`config.mk`:
```
export PLATFORM = sky130hd
export DESIGN_NAME = seg_mux_ctrl
export DESIGN_NICKNAME = d
export VERILOG_FILES = /design/src/rtl/seg_pkg.sv /design/src/rtl/seg_decoder.sv /design/src/rtl/seg_mux_ctrl.sv
export SDC_FILE = /design/constraint.sdc
export NUM_CORES = 1
export LEC_CHECK = 0
export BUFFER_PORTS_ARGS = -buffer_cell sky130_fd_sc_hd__buf_2
export CORE_UTILIZATION = 61
export CTS_CLUSTER_SIZE = 28
export DETAILED_ROUTE_END_ITERATION = 12
export PLACE_DENSITY = 0.84
export SLEW_MARGIN = 20
export SYNTH_ARGS = -nofsm -noshare
export SYNTH_HDL_FRONTEND = slang
export SYNTH_HIERARCHICAL = 1
export SYNTH_SLANG_ARGS = --single-unit
```
`constraint.sdc`:
```
create_clock -name clk -period 8.8 [get_ports clk]
set_clock_uncertainty 0.1 [all_clocks]
set_input_delay 0.44 -clock clk [delete_from_list [all_inputs] [get_ports clk]]
set_output_delay 0.44 -clock clk [all_outputs]
set_load 0.01 [all_outputs]
```
`src/rtl/seg_pkg.sv`:
```
// seg_pkg: shared types and constants for the seven-segment mux controller.
//   mux_state_t : display FSM states (blank/show per digit)
//   SEG_OFF     : all segments dark (active-low)
//   SEG_LUT     : hex digit to active-low {g,f,e,d,c,b,a} pattern
//   hex_to_seg  : table lookup helper
package seg_pkg;

   typedef enum logic [1:0] {
      BLANK0 = 2'd0,
      SHOW0  = 2'd1,
      BLANK1 = 2'd2,
      SHOW1  = 2'd3
   } mux_state_t;

   localparam logic [6:0] SEG_OFF = 7'h7F;

   // Index 0 first: 0..9, A, b, C, d, E, F.
   localparam logic [6:0] SEG_LUT [16] = '{
      7'h40, 7'h79, 7'h24, 7'h30,
      7'h19, 7'h12, 7'h02, 7'h78,
      7'h00, 7'h10, 7'h08, 7'h03,
      7'h46, 7'h21, 7'h06, 7'h0E
   };

   function automatic logic [6:0] hex_to_seg(input logic [3:0] hex);
      return SEG_LUT[hex];
   endfunction

endpackage

```
`src/rtl/seg_decoder.sv`:
```
// seg_decoder: combinational hex to seven-segment decoder, active-low outputs.
//   hex : 4-bit digit value
//   seg : segments {g,f,e,d,c,b,a}, 0 = lit
module seg_decoder
   import seg_pkg::*;
(
   input  logic [3:0] hex,
   output logic [6:0] seg
);

   always_comb begin
      seg = hex_to_seg(hex);
   end

endmodule

```
`src/rtl/seg_mux_ctrl.sv`:
```
// seg_mux_ctrl: time-multiplexes one seven-segment decoder across two common-anode digits,
// with a blanking interval before each digit and slot-boundary latching of digit values.
// Also registers the 5-bit sum of both digits for the board LEDs.
//   clk     : system clock
//   reset_n : synchronous active-low reset
//   s0, s1  : hex values for digit 0 / digit 1
//   seg     : segments {g,f,e,d,c,b,a}, active-low, registered
//   an0/an1 : anode enables, active-low, registered, never both low
//   sum     : registered s0 + s1
// Optional build macro SEG_MUX_SYNC_EN: pass s0/s1 through 2-flop synchronizers first.
module seg_mux_ctrl
   import seg_pkg::*;
#(
   parameter int unsigned SHOW_CYCLES  = 23520,
   parameter int unsigned BLANK_CYCLES = 480
) (
   input  logic       clk,
   input  logic       reset_n,
   input  logic [3:0] s0,
   input  logic [3:0] s1,
   output logic [6:0] seg,
   output logic       an0,
   output logic       an1,
   output logic [4:0] sum
);

   localparam int unsigned MaxLen = (SHOW_CYCLES > BLANK_CYCLES) ? SHOW_CYCLES : BLANK_CYCLES;
   localparam int unsigned CntW   = $clog2(MaxLen + 1);
   localparam logic [CntW-1:0] ShowLast  = CntW'(SHOW_CYCLES - 1);
   localparam logic [CntW-1:0] BlankLast = CntW'(BLANK_CYCLES - 1);

   // Input conditioning
   logic [3:0] s0_in;
   logic [3:0] s1_in;

`ifdef SEG_MUX_SYNC_EN
   logic [3:0] s0_meta_q, s0_sync_q;
   logic [3:0] s1_meta_q, s1_sync_q;

   always_ff @(posedge clk) begin
      if (!reset_n) begin
         s0_meta_q <= 4'h0;
         s0_sync_q <= 4'h0;
         s1_meta_q <= 4'h0;
         s1_sync_q <= 4'h0;
      end else begin
         s0_meta_q <= s0;
         s0_sync_q <= s0_meta_q;
         s1_meta_q <= s1;
         s1_sync_q <= s1_meta_q;
      end
   end

   assign s0_in = s0_sync_q;
   assign s1_in = s1_sync_q;
`else
   assign s0_in = s0;
   assign s1_in = s1;
`endif

   // State
   mux_state_t      state_q, state_d;
   logic [CntW-1:0] cnt_q, cnt_d;
   logic [3:0]      d0_q, d0_d;
   logic [3:0]      d1_q, d1_d;
   logic [6:0]      seg_q, seg_d;
   logic            an0_q, an0_d;
   logic            an1_q, an1_d;
   logic [4:0]      sum_q, sum_d;

   logic [3:0] dec_hex;
   logic [6:0] dec_seg;

   // Next state, dwell counter and digit capture
   always_comb begin
      state_d = state_q;
      cnt_d   = cnt_q + CntW'(1);
      d0_d    = d0_q;
      d1_d    = d1_q;
      unique case (state_q)
         BLANK0: begin
            if (cnt_q == BlankLast) begin
               state_d = SHOW0;
               d0_d    = s0_in;
            end
         end
         SHOW0: begin
            if (cnt_q == ShowLast) state_d = BLANK1;
         end
         BLANK1: begin
            if (cnt_q == BlankLast) begin
               state_d = SHOW1;
               d1_d    = s1_in;
            end
         end
         SHOW1: begin
            if (cnt_q == ShowLast) state_d = BLANK0;
         end
      endcase
      if (state_d != state_q) cnt_d = '0;
   end

   // Decoder sees the digit about to be shown so segments and anodes switch on the same edge,
   // including a value captured on that very edge.
   assign dec_hex = (state_d == SHOW1) ? d1_d : d0_d;

   seg_decoder u_seg_decoder (
      .hex (dec_hex),
      .seg (dec_seg)
   );

   always_comb begin
      seg_d = SEG_OFF;
      an0_d = 1'b1;
      an1_d = 1'b1;
      unique case (state_d)
         SHOW0: begin
            an0_d = 1'b0;
            seg_d = dec_seg;
         end
         SHOW1: begin
            an1_d = 1'b0;
            seg_d = dec_seg;
         end
         default: begin
            seg_d = SEG_OFF;
         end
      endcase
      sum_d = {1'b0, s0_in} + {1'b0, s1_in};
   end

   always_ff @(posedge clk) begin
      if (!reset_n) begin
         state_q <= BLANK0;
         cnt_q   <= '0;
         d0_q    <= 4'h0;
         d1_q    <= 4'h0;
         seg_q   <= SEG_OFF;
         an0_q   <= 1'b1;
         an1_q   <= 1'b1;
         sum_q   <= 5'd0;
      end else begin
         state_q <= state_d;
         cnt_q   <= cnt_d;
         d0_q    <= d0_d;
         d1_q    <= d1_d;
         seg_q   <= seg_d;
         an0_q   <= an0_d;
         an1_q   <= an1_d;
         sum_q   <= sum_d;
      end
   end

   assign seg = seg_q;
   assign an0 = an0_q;
   assign an1 = an1_q;
   assign sum = sum_q;

endmodule
```
Yosys cells after proc, flatten, opt, wreduce, memory -nomap -nowiden --
Memories as Yosys holds them, arrays and structs flattened. A register that Yosys moved wholly into a read port is not among the register bits. Index checks and enable logic that the tools add are counted.
Operators by class: $add $sub $neg 2, eq/ne operators 8, multiplexer cells 12, bitwise operators 2, reductions and logical operators 5
Operators with widths (count):
- two-way mux 4 bit | 5
- adder 15 x 1 -> 15 bit, second input constant | 1
- equality test 15 bit, second input constant | 1
- equality test 15 x 9 -> 1 bit, second input constant | 1
- two-way mux 2 bit | 4
- case mux 2 bit (4 select lines) | 1
- equality test 2 bit, second input constant | 3
- adder 4 x 4 -> 5 bit | 1
- NOT 4 -> 5 bit | 1
- equality test 2 x 1 -> 1 bit, second input constant | 2
- OR reduction 2 bit | 2
- logical NOT 2 bit | 1
- two-way mux 1 bit | 2
- != test 2 bit | 1
- AND reduction 2 bit | 1
- logical NOT 1 bit | 1
- NOT 1 bit | 1
Word-level totals: register bits after elaboration 32, bits in read-only memories 112, output and inout port bits 14, word-level logic and storage cells 37, memories kept 1
Memories:
- (name not given) | words 16, bits a word 7, rd ports 1, clocked after memory_dff 1, wr ports 0, line seg_pkg.sv:26 | return SEG_LUT[hex];

Longest topological paths before layout --
depth after elaboration 7, mapped depth 12

Modules after synthesis --
Netlist, hierarchy kept.
By module, submodules not included:
- seg_mux_ctrl | times used 1, cells each 158, area each 1595.3 um^2
- seg_decoder | times used 1, cells each 35, area each 247.7 um^2

Least setup slack after synthesis --
No wires, ideal clock.
path kind register to register, start register cnt_q[0], end register seg_q[3], in the netlist seg[3], setup time 127 ps, arrival 3066 ps, path slack 5507 ps, stages on the path, launching flop included 13, buffers on the path 0, period minus slack after synthesis 3293 ps, cell sequence dfxtp_1 -> ha_1 -> nand4_2 -> nor4_1 -> a21oi_1 -> nor2_1 -> mux2i_1 -> inv_1 -> ha_1 -> or2_2 -> a21oi_1 -> a31oi_1 -> or3_1
On the way: elaborated cells between the ends (all ways) 18, those cells by class 4 x eq/ne; 10 x mux; 1 x bitwise; 3 x reduce/logical
RTL lines:
- from (decl) | line seg_mux_ctrl.sv:63 | logic [CntW-1:0] cnt_q, cnt_d;
- from (signal assigned) | line seg_mux_ctrl.sv:144 | cnt_q <= cnt_d;
- equality test 15 bit or equality test 15 x 9 -> 1 bit (tied branches)
- two-way mux 2 bit (on tied branches)
- case mux 2 bit (4 select lines) | line seg_mux_ctrl.sv:80 | unique case (state_q)
- equality test 2 bit | line seg_mux_ctrl.sv:105 | assign dec_hex = (state_d == SHOW1) ? d1_d : d0_d;
- two-way mux 4 bit * | line seg_mux_ctrl.sv:105
- net dec_hex[1] | line seg_mux_ctrl.sv:71 | logic [3:0] dec_hex;
- NOT 4 -> 5 bit (implied by the code) * | line seg_pkg.sv:26
- to (decl) | line seg_mux_ctrl.sv:66 | logic [6:0] seg_q, seg_d;
The timed path passes the listed nets; every way through them passes the cells marked *. A chain may end at the register's enable or synchronous reset.

Final worst setup path --
Same ends and word-level chain as after synthesis.

==> results.sh <==
export IMPL_grt_max_degree=18
export IMPL_port_buffers=23
export IMPL_ys_warn_count=6
export IMPL_critPathTopFamily="simple AND/OR/NAND/NOR gates"
export IMPL_ys_top_cells_by_area="dfxtp_1, ha_1, mux2i_1"
export IMPL_viasPerCell=5.454
export IMPL_crit_buf_inv=1
export IMPL_grt_pass1_vias=1268
export IMPL_cts_htree_levels=2
export IMPL_tritoncts="built"
export IMPL_total_power_mw=0.2857
export IMPL_cts_resized=0
export IMPL_hold_viol=0
export IMPL_stdcell_count=251
export IMPL_timing_setup_tns_ns=0
export IMPL_post_cts_repair_setup_buffers=0
export IMPL_die_area_um2=3245
export IMPL_critPathSlowestCell="mux2i_1"
export IMPL_power_frac_seq=0.635
export IMPL_drtIter0Drc=50
export IMPL_placed_cells=243
export IMPL_synthArstFlopShare=0
export IMPL_required_ns=8.93
export IMPL_synthDistinctLibCells=41
export IMPL_worst_pin_slew_ns=0.8416
export IMPL_clock_fmax_ghz=0.2598
export IMPL_coreArea_um2=2805
export IMPL_ant_nets=0
export IMPL_multi_input_area_um2=1008
export IMPL_dpl_cell_area_um2=1969
export IMPL_met3WireLength_um=174
export IMPL_vias=1369
export IMPL_status="complete, but fails checks"
export IMPL_post_place_ws_ns=4.983
export IMPL_clock_path_buffers=2
export IMPL_clk_pin_slew_ns=0.11
export IMPL_post_route_period_util=0.4375
export IMPL_p_comb_frac=0.066
export IMPL_final_area_um2=2022
export IMPL_cp_cell_sequence="ha_1, nand4_2, nor4_1, a21oi_1, nor2_1, mux2i_1, inv_1, ha_1, nand2_1, a21oi_1, a31oi_1, or3_1"
export IMPL_wl_met2_um=1527
export IMPL_avgSynthCellArea_um2=9.549
export IMPL_die_h_um=56.97
export IMPL_synth_seq_cells=39
export IMPL_p_leak_nw=0.7789
export IMPL_max_slew_margin=0.4229
export IMPL_post_route_worst_setup_slack_ns=4.950
export IMPL_path_class="flip-flop to flip-flop"
export IMPL_worst_path_largest_cell_delay_ns=0.54
export IMPL_synth_top_area_cell="dfxtp_1"
export IMPL_cp_arrival_ns=3.98
export IMPL_endpoint_kind="flip-flop"
export IMPL_syn_nets=216
export IMPL_synthFlopType="dfxtp_1"
export IMPL_switching_share=0.2352
export IMPL_hold_path_depth=3
export IMPL_power_density_nw_per_um2=141.3
export IMPL_wl_per_cell_um=12.81
export IMPL_synth_edf_count=0
export IMPL_peakVddDrop_v=0.0001378
export IMPL_fill_cells=222
export IMPL_seq_area_um2=780.7
export IMPL_insertion_delay_ns=0.34
export IMPL_violations="DRC"
export IMPL_boundaryPins=24
export IMPL_hpwlAfterDp_um=2507
export IMPL_rsz0062_at_grt="no"
export IMPL_die_w_um=56.97
export IMPL_grt_pass1_wl_um=5533
export IMPL_internal_power_mw=0.2185
export IMPL_drv_cap=0
export IMPL_r2r_setup_slack_ns=4.95
export IMPL_wl_met1_um=1475
export IMPL_setup_viol=0
export IMPL_drc=5
export IMPL_seq_area_frac_synth=0.4236
export IMPL_drive_gt1_frac=0.1773
export IMPL_p_switching_mw=0.06721
export IMPL_holdBufCountCts=0
export IMPL_routed_wl_um=3215
export IMPL_antenna_cells=0
export IMPL_finalCriticalPeriod_ns=3.850
export IMPL_rr_startpoint="cnt_q[0]"
export IMPL_nets=242
export IMPL_netlist_area_um2=1843
export IMPL_crit_fanout=10
export IMPL_path_depth=12
export IMPL_initial_utilization=0.6570
export IMPL_cts_sinks=39
export IMPL_rows=19
export IMPL_reg2reg_to="seg[3]"
export IMPL_first_pass_iters=8
export IMPL_crit_end="seg[3]"
export IMPL_netlist_instances=193
export IMPL_root_buffer="clkbuf_4"
export IMPL_routabilityCongestion=0.8447
export IMPL_antenna_found_initial=0
export IMPL_numCtsBuffers=5
export IMPL_crit_start="cnt_q[0]"
export IMPL_grt_usage=0.2246
export IMPL_reg2reg_depth=12
export IMPL_synthToLayoutAreaGrowth_pct=9.708
export IMPL_highest_layer="met4"
export IMPL_grt_ovfl_total=0
export IMPL_cp_start_kind="flip-flop"
export IMPL_yosys_area_top_type_share=0.4236
export IMPL_clkPwrFrac=0.299
export IMPL_finalMaxSlewViolations=0
export IMPL_worstHoldPathType="input pin to flip-flop"
[sequential cells by signal (all words and copies together), names as in the netlist]
| name | count |
|---|---|
| an0 | 1 |
| an1 | 1 |
| cnt_q | 15 |
| d0_q | 4 |
| d1_q | 4 |
| seg | 7 |
| state_q | 2 |
| sum | 5 |
[cells in the mapped netlist (2+ instances only)]
| cell type | instances |
|---|---|
| o21ai_1 | 3 |
| nand3_1 | 7 |
| mux2i_1 | 13 |
| a21o_1 | 2 |
| or2_2 | 3 |
| nor2_1 | 21 |
| xor2_1 | 6 |
| inv_1 | 7 |
| o21ai_0 | 4 |
| nor2b_1 | 11 |
| dfxtp_1 | 39 |
| a21oi_1 | 3 |
| o22ai_1 | 2 |
| nand2_1 | 13 |
| nand4_1 | 2 |
| o21a_1 | 3 |
| nor4_1 | 3 |
| and2_1 | 2 |
| xnor2_1 | 8 |
| ha_1 | 12 |
| or3_1 | 9 |
[power groups by stage]
stage	Combinational, mW	Clock (mW)	Sequential (mW)
6_report	0.0187	0.0855	0.181
2_1_floorplan	0.0104	0	0.186
3_5_place_dp	0.0192	0	0.185
3_3_place_gp	0.0184	0	0.185
4_1_cts	0.0192	0.0880	0.182
5_1_grt	0.0213	0.0979	0.182
[cell families (layout without fill, tap and decap cells)]
kind of cell / count (synthesis) / in the layout / synth area share
buffers and inverters: 11 / 38 / 0.02919
muxes: 14 / 14 / 0.07671
and+or+nand+nor: 81 / 81 / 0.2417
xor gates and xnor gates: 14 / 14 / 0.06653
adders and majority gates: 13 / 13 / 0.09233
AOI/OAI and AO/OA: 21 / 21 / 0.06992
DFF: 39 / 39 / 0.4236
[worst min-delay path by stage]
stage | startpoint | end | slack (ns)
2_1_floorplan | cnt_q[0] | cnt_q[0] | 0.32
4_1_cts | s1[3] | d1_q[3] | 0.30
3_3_place_gp | cnt_q[0] | cnt_q[0] | 0.33
5_1_grt | s1[3] | d1_q[3] | 0.29
3_5_place_dp | cnt_q[0] | cnt_q[0] | 0.34
6_report | s1[3] | d1_q[3] | 0.30
[layer usage]
layer | vias to the layer above | track usage
met5 | - | 0
li1 | 711 | -
met4 | 0 | 0.07317
met2 | 47 | 0.3630
met1 | 606 | 0.2807
met3 | 5 | 0.08163
[area by class of cell]
type / count / area share
timing repair buffer: 23 / 0.05693
clock buffer: 5 / 0.01856
inverter: 7 / 0.01300
sequential: 39 / 0.3861
tap: 31 / 0.01918
multi-input combinational: 143 / 0.4988
clock inverter: 3 / 0.007426
[tightest hold or removal path: stages]
cell and delay (ns):
buf_2 0.09, mux2i_1 0.08, nor2b_1 0.10
[stage by stage]
step                      hold WS (ns)    util
final                           0.3045  0.7208
after global routing            0.2860  0.7208
after CTS                       0.2965  0.7208
after detailed placement        0.3440  0.7021
after global placement          0.3317  0.7021
after floorplan                 0.3175       -
[cells in the final DEF, fill, tap and decap left out, types with 4 or more instances in the layout]
cell / count
nor2_1: 21
xor2_1: 6
buf_2: 23
o21ai_0: 4
dfxtp_1: 39
xnor2_1: 8
or3_1: 9
clkbuf_4: 5
nand2_1: 13
ha_1: 12
nand3_1: 7
inv_1: 7
nor2b_1: 11
mux2i_1: 13
(Power assumes the default switching activity.)
